===== config.mk =====
export PLATFORM = sky130hd
export DESIGN_NAME = max_pool_2x2
export DESIGN_NICKNAME = d
export VERILOG_FILES = /design/src/rtl/cnn_stream_pkg.sv /design/src/rtl/pool_row_buffer.sv /design/src/rtl/max_pool_2x2.sv
export SDC_FILE = /design/constraint.sdc
export NUM_CORES = 2
export LEC_CHECK = 0
export ABC_AREA = 1
export CAP_MARGIN = 15
export CORE_MARGIN = 3
export CORE_UTILIZATION = 55
export DETAILED_ROUTE_END_ITERATION = 8
export GPL_ROUTABILITY_DRIVEN = 0
export MAX_ROUTING_LAYER = met4
export PLACE_DENSITY = 0.72
export RECOVER_POWER = 50
export SYNTH_ARGS = -nofsm -noshare
export SYNTH_HDL_FRONTEND = slang
export SYNTH_HIERARCHICAL = 1
export SYNTH_SLANG_ARGS = --single-unit

===== constraint.sdc =====
create_clock -name clk -period 5.7 [get_ports clk]
set_input_delay 1.71 -clock clk [delete_from_list [all_inputs] [get_ports clk]]
set_output_delay 1.71 -clock clk [all_outputs]
set_load 0.05 [all_outputs]

===== src/rtl/cnn_stream_pkg.sv =====
// Shared definitions for the CNN pixel-stream stages (convolution -> pooling).
// Provides the default pixel width, the default frame geometry and a pure
// unsigned max helper. The helper works on a wide container type so stages
// with any WORD_SIZE up to MAX_PIXEL_WIDTH can zero-extend into it and
// truncate the result back.
package cnn_stream_pkg;

  localparam int unsigned PIXEL_WIDTH          = 8;
  localparam int unsigned MAX_PIXEL_WIDTH      = 32;
  localparam int unsigned DEFAULT_ROW_SIZE     = 540;
  localparam int unsigned DEFAULT_IMAGE_HEIGHT = 360;

  typedef logic [PIXEL_WIDTH-1:0]     pixel_t;
  typedef logic [MAX_PIXEL_WIDTH-1:0] wide_pixel_t;

  // Unsigned maximum; ties return the common value.
  function automatic wide_pixel_t pixel_max(input wide_pixel_t a, input wide_pixel_t b);
    return (a > b) ? a : b;
  endfunction

endpackage


===== src/rtl/pool_row_buffer.sv =====
// Simple dual-port line buffer for the pooling stage: one write port, one
// read port, synchronous read, no reset on the storage so it maps onto
// block RAM.
// Ports:
//   clk      - clock, all activity on posedge
//   wr_en    - write strobe
//   wr_addr  - write address
//   wr_data  - write data
//   rd_addr  - read address, sampled every posedge
//   rd_data  - registered read data (mem[rd_addr] from the previous edge)
module pool_row_buffer #(
  parameter int unsigned DEPTH  = 270,
  parameter int unsigned WIDTH  = 8,
  parameter int unsigned ADDR_W = (DEPTH > 1) ? $clog2(DEPTH) : 1
) (
  input  logic              clk,
  input  logic              wr_en,
  input  logic [ADDR_W-1:0] wr_addr,
  input  logic [WIDTH-1:0]  wr_data,
  input  logic [ADDR_W-1:0] rd_addr,
  output logic [WIDTH-1:0]  rd_data
);

  logic [WIDTH-1:0] mem_q [DEPTH];
  logic [WIDTH-1:0] rd_data_q;

  always_ff @(posedge clk) begin
    if (wr_en) begin
      mem_q[wr_addr] <= wr_data;
    end
    rd_data_q <= mem_q[rd_addr];
  end

  assign rd_data = rd_data_q;

endmodule


===== src/rtl/max_pool_2x2.sv =====
// Streaming 2x2 stride-2 max-pool stage fed by the convolution's raster
// pixel stream (no backpressure). Even-row pairs are reduced horizontally
// and parked in a half-width line buffer; odd-row pairs are reduced and
// combined with the parked value to produce one pooled pixel.
// Ports:
//   clk         - clock, all logic on posedge
//   rst         - asynchronous active-high reset
//   inputPixel  - pixel from the convolution stage
//   inputValid  - inputPixel valid this cycle
//   outputPixel - pooled pixel (holds while outputValid is low)
//   outputValid - single-cycle pulse per pooled pixel
//   frameDone   - pulses with the last pooled pixel of a frame
module max_pool_2x2
  import cnn_stream_pkg::*;
#(
  parameter int unsigned WORD_SIZE    = PIXEL_WIDTH,
  parameter int unsigned ROW_SIZE     = DEFAULT_ROW_SIZE,
  parameter int unsigned IMAGE_HEIGHT = DEFAULT_IMAGE_HEIGHT
) (
  input  logic                 clk,
  input  logic                 rst,
  input  logic [WORD_SIZE-1:0] inputPixel,
  input  logic                 inputValid,
  output logic [WORD_SIZE-1:0] outputPixel,
  output logic                 outputValid,
  output logic                 frameDone
);

  localparam int unsigned COL_W     = (ROW_SIZE > 1) ? $clog2(ROW_SIZE) : 1;
  localparam int unsigned ROW_W     = (IMAGE_HEIGHT > 1) ? $clog2(IMAGE_HEIGHT) : 1;
  localparam int unsigned BUF_DEPTH = ROW_SIZE / 2;
  localparam int unsigned BUF_AW    = (BUF_DEPTH > 1) ? $clog2(BUF_DEPTH) : 1;

  localparam logic [COL_W-1:0] COL_LAST = COL_W'(ROW_SIZE - 1);
  localparam logic [ROW_W-1:0] ROW_LAST = ROW_W'(IMAGE_HEIGHT - 1);

  if ((ROW_SIZE % 2) != 0) begin : g_bad_row_size
    $error("max_pool_2x2: ROW_SIZE must be even");
  end
  if ((IMAGE_HEIGHT % 2) != 0) begin : g_bad_image_height
    $error("max_pool_2x2: IMAGE_HEIGHT must be even");
  end
  if (WORD_SIZE > MAX_PIXEL_WIDTH) begin : g_bad_word_size
    $error("max_pool_2x2: WORD_SIZE exceeds MAX_PIXEL_WIDTH");
  end

  logic [COL_W-1:0]     col_q, col_d;
  logic [ROW_W-1:0]     row_q, row_d;
  logic [WORD_SIZE-1:0] pair_q, pair_d;
  logic [WORD_SIZE-1:0] out_pixel_q, out_pixel_d;
  logic                 out_valid_q, out_valid_d;
  logic                 frame_done_q, frame_done_d;

  logic [BUF_AW-1:0]    buf_addr;
  logic                 buf_wr_en;
  logic [WORD_SIZE-1:0] buf_rd_data;
  logic [WORD_SIZE-1:0] hmax;
  logic [WORD_SIZE-1:0] pool_max;

  // Read and write share col>>1. The address is already correct one cycle
  // before the even pixel of a pair is accepted (col and col+1 map to the
  // same slot), so the registered read data is valid by the odd pixel.
  assign buf_addr = BUF_AW'(col_q >> 1);

  assign hmax     = WORD_SIZE'(pixel_max(MAX_PIXEL_WIDTH'(pair_q),
                                         MAX_PIXEL_WIDTH'(inputPixel)));
  assign pool_max = WORD_SIZE'(pixel_max(MAX_PIXEL_WIDTH'(hmax),
                                         MAX_PIXEL_WIDTH'(buf_rd_data)));

  pool_row_buffer #(
    .DEPTH  (BUF_DEPTH),
    .WIDTH  (WORD_SIZE),
    .ADDR_W (BUF_AW)
  ) u_row_buffer (
    .clk     (clk),
    .wr_en   (buf_wr_en),
    .wr_addr (buf_addr),
    .wr_data (hmax),
    .rd_addr (buf_addr),
    .rd_data (buf_rd_data)
  );

  always_comb begin
    col_d        = col_q;
    row_d        = row_q;
    pair_d       = pair_q;
    out_pixel_d  = out_pixel_q;
    out_valid_d  = 1'b0;
    frame_done_d = 1'b0;
    buf_wr_en    = 1'b0;

    if (inputValid) begin
      if (col_q == COL_LAST) begin
        col_d = '0;
        row_d = (row_q == ROW_LAST) ? '0 : row_q + 1'b1;
      end else begin
        col_d = col_q + 1'b1;
      end

      if (!col_q[0]) begin
        pair_d = inputPixel;
      end else if (!row_q[0]) begin
        buf_wr_en = 1'b1;
      end else begin
        out_pixel_d  = pool_max;
        out_valid_d  = 1'b1;
        frame_done_d = (row_q == ROW_LAST) && (col_q == COL_LAST);
      end
    end
  end

  always_ff @(posedge clk or posedge rst) begin
    if (rst) begin
      col_q        <= '0;
      row_q        <= '0;
      pair_q       <= '0;
      out_pixel_q  <= '0;
      out_valid_q  <= 1'b0;
      frame_done_q <= 1'b0;
    end else begin
      col_q        <= col_d;
      row_q        <= row_d;
      pair_q       <= pair_d;
      out_pixel_q  <= out_pixel_d;
      out_valid_q  <= out_valid_d;
      frame_done_q <= frame_done_d;
    end
  end

  assign outputPixel = out_pixel_q;
  assign outputValid = out_valid_q;
  assign frameDone   = frame_done_q;

endmodule


[Word level (Yosys, flattened, before mapping)]
Memories as Yosys holds them, arrays and structs flattened. A register that Yosys moved wholly into a read port is not among the register bits.
Cells that the tools add are included.
Widths: inputs -> output; s select.
Storage, ports and cells
  memory bits (read-only): 0
  memories kept: 1
  memory bits (writable): 2160
  input port bits: 11
  bits in latches: 0
  word-level logic and storage cells: 33
  register bits: 37
Cells by class
  div/mod/pow operators: 0
  reductions and logical operators: 4
  $lt $le $gt $ge: 2
  muxes and demuxes: 15
  multipliers: 0
  add/subtract/negate cells: 2
  equality and inequality tests: 2
  shift operators: 0
  bitwise logic cells: 1
Memories
  u_row_buffer.mem_q: depth 270, width 8, read ports 1, clocked after memory_dff 1, wr ports 1, RTL line pool_row_buffer.sv:24  | logic [WIDTH-1:0] mem_q [DEPTH];
Operator list (number)
  $gt 8x8->1: 2
  $mux 8: 2
  $mux 1: 11
  $add 10x1->10 const B: 1
  $eq 10x10->1 const B: 1
  $mux 10: 1
  $add 9x1->9 const B: 1
  $eq 9x9->1 const B: 1
  $mux 9: 1
  $reduce_and 2->1: 2
  $reduce_and 3->1: 1
  $logic_and 1x1->1: 1
  $not 1->1: 1

[Logic depth before layout (Yosys ltp)]
  depth in word-level cells: 5
  mapped depth: 26
  mapped depth without buffers: 26

[Cells and area by module]
The synthesis kept the hierarchy.
By module, submodules not included
  pool_row_buffer: cells an instance 7298, times used 1, sequential area each 65022.4 sq um, area each 87709.1 sq um
  max_pool_2x2: cells an instance 304, times used 1, sequential area each 925.9 sq um, area each 2349.8 sq um

[Worst setup path before layout]
Ideal clock, no wire load.
  kind: input port to flip-flop
  start: input port inputPixel[7]
  end: register out_pixel_q[0], in the netlist outputPixel[0]
  arrival: 7.350 ns
  setup slack: -1.716 ns
  setup time: 0.066 ns
  stages on the path: 17
  cell sequence: inv_1 -> ha_1 -> nand2_1 -> nor2_2 -> nand4_2 -> nand2_4 -> nand2_1 -> nand2_1 -> ha_1 -> a21o_1 -> nor2_1 -> nand2_1 -> nand2_2 -> inv_1 -> nand3_1 -> nand2_1 -> nand2_1
On the way
  word-level cells in the longest chain between the ends: 4
Ends and longest elaborated chain
  start, declared: RTL line max_pool_2x2.sv:22  | input logic [WORD_SIZE-1:0] inputPixel,
  $gt 8x8->1: RTL line cnn_stream_pkg.sv:18  | return (a > b) ? a : b;
  $mux 8 *: RTL line cnn_stream_pkg.sv:18
  named net hmax[7]: RTL line max_pool_2x2.sv:57  | logic [WORD_SIZE-1:0] hmax;
  $gt 8x8->1 *: RTL line cnn_stream_pkg.sv:18
  $mux 8 *: RTL line cnn_stream_pkg.sv:18
  end signal, assigned: RTL line max_pool_2x2.sv:124  | out_pixel_q <= out_pixel_d;
  end, declared: RTL line max_pool_2x2.sv:50  | logic [WORD_SIZE-1:0] out_pixel_q, out_pixel_d;
The timed path passes the listed nets; every way through them passes the cells marked *.
A chain may end at the register's enable or synchronous reset.

[Worst setup path after layout]
  start: input port inputValid
  end: memory u_row_buffer.mem_q[146][6], enable pin
On the way
  word-level cells in the longest chain between the ends: 3
Ends and longest elaborated chain
  start, declared: RTL line max_pool_2x2.sv:23  | input logic inputValid,
  $mux 1: RTL line max_pool_2x2.sv:92  | if (inputValid) begin
  named net buf_wr_en: RTL line max_pool_2x2.sv:55  | logic buf_wr_en;
  $mux 1: RTL line pool_row_buffer.sv:28  | if (wr_en) begin
  $mux 1 (implied by the code): RTL line pool_row_buffer.sv:29  | mem_q[wr_addr] <= wr_data;
  end, declared: RTL line pool_row_buffer.sv:24
The timed path passes the listed nets, and every way through them passes these cells.

==> flow_summary.toml <==
[detailed_routing]
drcViolationCount = 0
drt_wl_total_um = 234000
detail_route.wl_per_cell_um = 23.9
via_count = 59800
drt_iter0_drc = 8840
first_pass_iters = 6
via_per_inst = 6.12
antenna_left = 0

[placement]
port_buffers = 20
place_area_mm2 = 0.0919
dpl.hpwl_um = 132000

[global_route]
grt_max_degree = 247
grt_first_pass_wirelength_um = 350000
grt_pass1_vias = 56700
grt_usage = 0.283
overflow = 0
antenna_found_initial = 1

[layout]
area_growth_syn_to_layout_pct = 9.63
fin_nets = 7462
stdcell_area_mm2 = 0.0987
final_layout_size_suffix_gt1_frac = 0.0588

[synthesis]
synth_top_cell_by_area = "edfxtp_1"
synth_fp_nets = 7631
synthTopCellsByArea = "edfxtp_1 (72%), nand3_1 (11%), nand2_1 (9.2%)"
synthFlopType = "edfxtp_1"
synthesis.instances = 7602
yosysSeqAreaShare = 0.732
ys_types = 40
ys_warn_count = 6
synth.most_common_cell = "nand2_1"
synth_area_mm2 = 0.0901
synthArstFlopShare = 0.0168
ys_ff_latch = 2205
synth_common_cells = "nand2_1 (2,200), edfxtp_1 (2,160), nand3_1 (2,067)"
synth-edff-count = 2160
avgSynthCellArea_um2 = 11.8
synth_top_area_share = 0.720

[clock_tree]
clk_pin_slew_ns = 0.06
clockBufferDepth = 3
clk_latency_ns = 0.83
cts.sinks = 2205
ctsHoldBuffers = 0
post_cts_buffers = 0
h-tree-depth = 4
cts_resized = 0
cts_inserted_buffers = 208
clockRootBuffer = "clkbuf_16"
cts_tree = "done"

[run_status]
outcome = "finished, violations left"
violations = "max-capacitance violations, max-slew violations"

[die]
rows = 147
num_io_pins = 21
fp.dieArea_mm2 = 0.169
start_util = 0.557
die_w_um = 411
core_area_mm2 = 0.162
fp.dieH_um = 411

[timing]
slew_viol_final = 695
setup_tns_ns = 0
finClkSkew_ns = 0.0253
max_freq_mhz = 205
setup_violations = 0
min_period_ns = 4.89
final.period_utilization = 0.857
rsz0062_at_grt = "no"
hold_violations = 0
slew_headroom = -0.342
tightest_slew_ns = 2.01

[worst_setup_path]
cp-start-kind = "primary input"
cp-end-kind = "register"
crit_type = "primary input to register"
crit_path_max_fanout = 11
arrival_ns = 5.33
crit_required_ns = 6.15

[power_and_ir_drop]
pwr-share-clk = 0.280
p_total_uw = 50600
p_comb_frac = 0.329
internal_power_uw = 31900
power.density_mw_per_mm2 = 513
p_sw_uw = 18700
switching_share = 0.370
p_seq_frac = 0.391
vdd_drop_max_v = 0.000487
p_leak_uw = 0.0343

[run]
drv_cap = 9

[worst_hold_path]
hold_path_class = "register to register"
==> layout make-up <==
cell class                 instances  area, um^2
antenna                            1        2.50
clock buffer                     254        5630
clock inverter                   129        1410
fill                           12100       62900
inverter                          79         332
multi-input combinational       4808       21300
sequential                      2205       66000
tap                             2160        2700
timing repair buffer             131        1360
==> power groups by stage <==
stage | Sequential, uW | Combinational (uW) | Clock (uW)
2_1_floorplan | 20000 | 11100 | 0
3_3_place_gp | 20100 | 16100 | 0
3_5_place_dp | 20100 | 16300 | 0
4_1_cts | 19700 | 16300 | 14300
5_1_grt | 19800 | 18000 | 15000
6_report | 19800 | 16700 | 14200
==> registers in the layout, summed over array words and instances, names as in the netlist <==
register and flops:
outputValid 1, frameDone 1, outputPixel 8, pair_q 8, u_row_buffer/rd_data 8, col_q 10
u_row_buffer/mem_q 2160, row_q 9
==> cells in the final DEF (no fill, tap or decap), types with 4 or more instances in the layout <==
cell / netlist / routed
nand3_1: 2067 / 2067
ha_1: 18 / 18
clkinv_1: 1 / 44
inv_6: 0 / 4
clkbuf_8: 0 / 8
o21ai_1: 19 / 19
nand2_8: 0 / 7
dfrtp_1: 37 / 31
o211ai_1: 7 / 7
o21ai_0: 64 / 64
edfxtp_1: 2160 / 2160
o22ai_1: 16 / 16
clkbuf_1: 118 / 43
clkbuf_16: 0 / 216
inv_1: 71 / 72
dlygate4sd3_1: 0 / 13
nor3_1: 8 / 8
bufinv_16: 0 / 30
clkinv_2: 1 / 35
dfxtp_1: 8 / 8
buf_12: 0 / 31
nor2_1: 344 / 345
nand4_1: 6 / 6
dfrtp_4: 0 / 4
o221ai_1: 8 / 8
nand2_1: 2200 / 2189
a21oi_1: 15 / 15
xor2_1: 11 / 11
clkdlybuf4s50_1: 0 / 7
nand2_2: 3 / 10
clkbuf_2: 0 / 5
clkinvlp_4: 0 / 11
clkinv_4: 0 / 5
buf_4: 60 / 58
==> through the flow <==
| stage | hold WS (ns) | std cells | setup slack [ns] | utilization |
|---|---|---|---|---|
| 2_1_floorplan | 0.479 | 7602 | 0.729 | - |
| 3_3_place_gp | 0.494 | 9383 | 0.698 | 0.568 |
| 3_5_place_dp | 0.480 | 9383 | 0.652 | 0.568 |
| 4_1_cts | 0.508 | 9766 | 1.53 | 0.612 |
| 5_1_grt | 0.540 | 9766 | 0.654 | 0.611 |
| 6_report | 0.499 | 9767 | 0.813 | 0.611 |
==> worst max-delay path, stage by stage <==
cell and delay [ns]:
dlygate4sd3_1 0.56, nand2_1 0.14, nor2_1 0.36, nand2_1 0.13, inv_1 0.12, nand2_1 1.06, buf_4 0.66, nor2_1 0.57
==> layer usage <==
metal / wire length (um) / up-vias / track usage
met5: 0 / - / -
met4: 9190 / 0 / 0.104
met3: 26700 / 558 / 0.0598
met2: 108000 / 3582 / 0.426
met1: 90100 / 29000 / 0.384
li1: - / 26700 / -
==> path summary, 6_finish.rpt <==
check                          startpoint                    endpoint  slack, ns  cells after the start
max                            inputValid  u_row_buffer/mem_q[146][6]       0.81                      8
min                        outputPixel[2]              outputPixel[2]       0.50                      2
max reg2reg                      col_q[1]                    row_q[3]       1.09                     12
min reg2reg                outputPixel[2]              outputPixel[2]       0.50                      2
max in group asynchronous             rst                    col_q[4]       2.26                      3
min in group asynchronous             rst              outputPixel[2]       1.25                      2
==> kinds of logic after synthesis <==
group	synth area share
xor+xnor	0.00117
fa+ha+maj	0.00250
flops	0.732
simple gates	0.224
buf+inv	0.0321
compound gates	0.00818
Power figures use the tool's default switching activity.
